### src/rtl/mux5_2_1_sync.sv
// 2:1 word selector with a combinational output and a registered copy behind a
// valid/ready handshake, using a one-entry skid buffer so in_ready never depends on out_ready.
module mux5_2_1_sync #(
   parameter int WIDTH = 5
) (
   input  logic             clk,
   input  logic             rst,
   input  logic [WIDTH-1:0] A,
   input  logic [WIDTH-1:0] B,
   input  logic             Sel,
   output logic [WIDTH-1:0] O,
   input  logic             in_valid,
   output logic             in_ready,
   output logic [WIDTH-1:0] O_q,
   output logic             out_valid,
   input  logic             out_ready
);

   function automatic logic [WIDTH-1:0] sel_word(input logic s,
                                                 input logic [WIDTH-1:0] a,
                                                 input logic [WIDTH-1:0] b);
      return s ? b : a;
   endfunction

   logic [WIDTH-1:0] main_data_q, main_data_d;
   logic             main_valid_q, main_valid_d;
   logic [WIDTH-1:0] skid_data_q, skid_data_d;
   logic             skid_valid_q, skid_valid_d;

   logic [WIDTH-1:0] sel_f;
   logic             accept;
   logic             main_free;

   assign O         = sel_word(Sel, A, B);
   assign sel_f     = sel_word(Sel, A, B);
   assign in_ready  = !skid_valid_q;
   assign accept    = in_valid & !skid_valid_q;
   assign main_free = !main_valid_q | out_ready;
   assign O_q       = main_data_q;
   assign out_valid = main_valid_q;

   // Next-state: the skid entry always refills the main register before new input does.
   always_comb begin
      main_data_d  = main_data_q;
      main_valid_d = main_valid_q;
      skid_data_d  = skid_data_q;
      skid_valid_d = skid_valid_q;
      if (main_free) begin
         if (skid_valid_q) begin
            main_data_d  = skid_data_q;
            main_valid_d = 1'b1;
            skid_valid_d = 1'b0;
         end else if (accept) begin
            main_data_d  = sel_f;
            main_valid_d = 1'b1;
         end else begin
            main_valid_d = 1'b0;
         end
      end else if (accept) begin
         skid_data_d  = sel_f;
         skid_valid_d = 1'b1;
      end
   end

   always_ff @(posedge clk) begin
      if (rst) begin
         main_data_q  <= '0;
         main_valid_q <= 1'b0;
         skid_data_q  <= '0;
         skid_valid_q <= 1'b0;
      end else begin
         main_data_q  <= main_data_d;
         main_valid_q <= main_valid_d;
         skid_data_q  <= skid_data_d;
         skid_valid_q <= skid_valid_d;
      end
   end

endmodule

### config.mk
export PLATFORM = sky130hd
export DESIGN_NAME = mux5_2_1_sync
export DESIGN_NICKNAME = d
export VERILOG_FILES = /design/src/rtl/mux5_2_1_sync.sv
export SDC_FILE = /design/constraint.sdc
export NUM_CORES = 1
export LEC_CHECK = 0
export CAP_MARGIN = 20
export CORE_MARGIN = 2
export CORE_UTILIZATION = 41
export CTS_CLUSTER_DIAMETER = 150
export DETAILED_ROUTE_END_ITERATION = 7
export PLACE_DENSITY = 0.83
export SYNTH_ARGS = -nofsm -noshare
export SYNTH_HDL_FRONTEND = slang
export SYNTH_SLANG_ARGS = --single-unit
### constraint.sdc
create_clock -name clk -period 2.7 [get_ports clk]
set_clock_uncertainty 0.1 [all_clocks]
set_input_delay 0.54 -clock clk [delete_from_list [all_inputs] [get_ports clk]]
set_output_delay 0.54 -clock clk [all_outputs]
set_load 0.005 [all_outputs]
==> implementation parameters <==
Parameter                              Value

Die
  Starting Density ... 43.8%
  Ports ... 27
  Height of the die ... 41.1 um
  Core region area ... 1280 um^2
  Die outline area ... 1690 um^2
  Cell row count ... 13
  Chip Width ... 41.1 um

Layout
  Area growth from synthesis to final layout ... 57.6%
  Filler Cells Inserted ... 115
  Fraction of final layout cells sized beyond drive strength 1 ... 12.0%
  NumNets Final ... 108
  Number of inserted diodes ... 0
  Final core occ ... 69.0%

Logic synthesis
  Sequential fraction of the synthesis area ... 42.7%
  Area contributors post-synth ... dfxtp_1 43%, mux2i_1 8.9%, a22o_1 7.8%
  Synth Cell Area ... 563 um^2
  Post-synth top area cell ... dfxtp_1
  Synthesized area divided by synthesized cell count ... 9.23 um^2
  Count of synthesis-stage warnings from yosys ... 0
  Syn_nets ... 76
  Asr flop ratio synth ... 0%
  Proportion of netlist area held by the largest area contributor ... 42.7%
  Commonest register cell after synthesis ... dfxtp_1
  Number of instances in the synthesized netlist ... 61
  Synth Area in Simple Gates ... 16.2%
  Area share of xor/xnor cells in the synthesized design ... 0%
  Share of cell area taken by muxes after synthesis ... 8.89%
  Number of flops mapped to enable cells by yosys ... 0
  Adder-cell share of the synthesized area ... 0%
  FF+latch count, synth ... 12
  Synth cell types ... 17
  Post-synthesis compound-gate area fraction ... 22.7%
  Largest family of logic cells by synthesized area ... compound AO/OA/AOI/OAI gates

Timing
  Final setup violation count ... 0
  Timing-limited maximum frequency ... 439 MHz
  RSZ-0062 raised after global routing ... no
  Min Tclk post-route ... 2.28 ns
  Total negative slack ... 0 ns
  Number of pins exceeding their max-slew limit in the final report ... 0
  Worst-margin pin slew ... 0.315 ns
  Hold violation total from the final report ... 0
  Slew headroom ... 79.0%
  Share of the cycle needed by the critical path after routing ... 84.4%

Global routing
  Antenna violations before repair ... 0
  Via count of the first global-routing pass ... 404
  Pin count of the biggest net entering global routing ... 11
  Total global-route track usage ... 16.9%
  First-pass GRT wire length ... 1770 um
  Remaining Overflow, GRT ... 0

Power and ir drop
  Part of the power in the clock network ... 33.6%
  Sequential cell fraction of total power ... 44.7%
  Max rail drop VDD ... 0.000284 V
  Proportion of power drawn by combinational gates ... 21.7%
  LEAKAGE ... 0.000387 uW
  Internal power of the cells ... 331 uW
  NetSw ... 101 uW
  Switching share of power ... 23.3%
  Areal power density over the cells ... 487 nW/um^2

CTS
  Total CTS buffers ... 3
  Clock tree from TritonCTS ... done
  Worst skew pair latency ... 0.27 ns
  Register clock-pin slew on the reported worst setup and hold paths ... 0.08 ns
  Number of buffers on the longest clock path ... 2
  # resized after CTS ... 0
  Total number of H-tree levels ... 1
  Buffers inserted during post-CTS setup optimization ... 0
  Hold buffer count at cts ... 0
  Cell at the root of the clock tree ... clkbuf_4
  Clock tree sinks ... 12

Detailed routing
  Remaining number of nets flagged by the antenna check after routing ... 0
  DR WL met2 ... 534 um
  Iter 0 DRT Violations ... 1
  Vias after detailed routing ... 518
  Drt first pass iters ... 4
  Via count normalized by instance count ... 4.84
  Routed WL per cell ... 11.1 um
  Top Layer Used ... met4
  Routed wire length ... 1190 um
  Drc violations ... 0
  M1 wire length ... 530 um
  Sum of met3 wire segment lengths after detailed routing ... 97 um

Place
  Placer congestion estimate ... 0.685
  Total of buffers placed on input and output ports ... 26
  Dpl hpwl ... 940 um

Critical path
  Worst Path Required ... 2.06 ns
  Kind of launch point of the worst setup path ... input port
  Worst Setup Path Type ... in2out
  Data arrival time at the worst-slack endpoint ... 1.64 ns
  Setup crit end kind ... output pin
  Maximum net fanout on the critical path ... 2

Worst hold path
  Worst hold-check path type ... reg2reg

Status
  Outcome ... completed

Flow run
  Number of violations of the max-capacitance limit ... 0
==> worst paths after layout <==
| path | start | endpoint | slack (ns) | cells past startpoint |
|---|---|---|---|---|
| max | B[4] | O[4] | 0.42 | 4 |
| min | O_q[4]$_SDFFE_PP0P_ | O_q[4]$_SDFFE_PP0P_ | 0.38 | 1 |
| max reg2reg | skid_valid_q$_SDFFE_PP0P_ | skid_data_q[4]$_SDFFE_PP0P_ | 1.39 | 3 |
| min reg2reg | O_q[4]$_SDFFE_PP0P_ | O_q[4]$_SDFFE_PP0P_ | 0.38 | 1 |
==> critical path: stages <==
cell and delay, ns:
clkdlybuf4s50_1 0.46, mux2i_1 0.08, inv_1 0.06, clkdlybuf4s50_1 0.49
==> kinds of logic (layout without fill, tap and decap cells) <==
group           after synthesis  after routing
simple gates                 16             16
mux                           5              5
buf+inv                      10             41
flops                        12             12
compound gates               18             18
==> cell usage in the layout, fill, tap and decap left out <==
cell type | Yosys | layout
dlymetal6s2s_1 | 0 | 1
a22o_1 | 5 | 5
mux2i_1 | 5 | 5
a21oi_2 | 1 | 1
a21oi_1 | 6 | 6
and4bb_1 | 1 | 1
or2_1 | 1 | 1
clkbuf_4 | 0 | 3
nor2b_2 | 1 | 1
buf_4 | 0 | 5
nor2b_1 | 5 | 5
o21bai_1 | 1 | 1
clkbuf_8 | 0 | 1
inv_1 | 6 | 6
dfxtp_1 | 12 | 12
a211oi_1 | 5 | 5
nor2_1 | 7 | 7
nand2b_1 | 1 | 1
clkdlybuf4s50_1 | 0 | 25
==> power by group through the flow <==
stage	Clock [uW]	Sequential (uW)	Combinational [uW]
global route	152	194	104
global placement	0	197	93.4
CTS	147	193	95.2
floorplan	0	197	37.4
finish	145	193	93.9
detailed placement	0	197	94.8
==> synth_stat cells, types with 2 or more instances <==
cell and instances:
dfxtp_1 12, buf_6 2, nor2_1 7, mux2i_1 5, inv_1 6, nor2b_1 5
a211oi_1 5, a21oi_1 6, a22o_1 5
==> per-stage QoR <==
stage | hold WS, ns | worst slack [ns] | std cells | power (uW) | area, um^2
finish | 0.381 | 0.421 | 107 | 432 | 887
global route | 0.400 | 0.324 | 107 | 450 | 887
CTS | 0.383 | 0.0831 | 107 | 435 | 885
detailed placement | 0.362 | 0.0831 | 103 | 292 | 848
global placement | 0.361 | 0.109 | 103 | 290 | 848
floorplan | 0.366 | 1.04 | 61 | 234 | 563
==> final cells by class <==
class,count,area [um^2],share of cell area (%)
clock buffers,4,36.3,4.09
inverters,6,22.5,2.54
multi-input cells,39,269,30.3
flip-flops and latches,12,240,27.1
well taps,15,18.8,2.12
repair buffers,31,300,33.9
==> state kept, by name, summed over array words and instances (netlist names) <==
signal,flops
skid_data_q,5
out_valid,1
skid_valid_q,1
O_q,5
==> routing by layer <==
layer  vias to the layer above  GRT usage (%)
met5                         -              0
met4                         0           10.0
met3                         4           6.52
met2                        17           24.6
met1                       223           20.6
li1                        274              -
(Power assumes the default switching activity.)
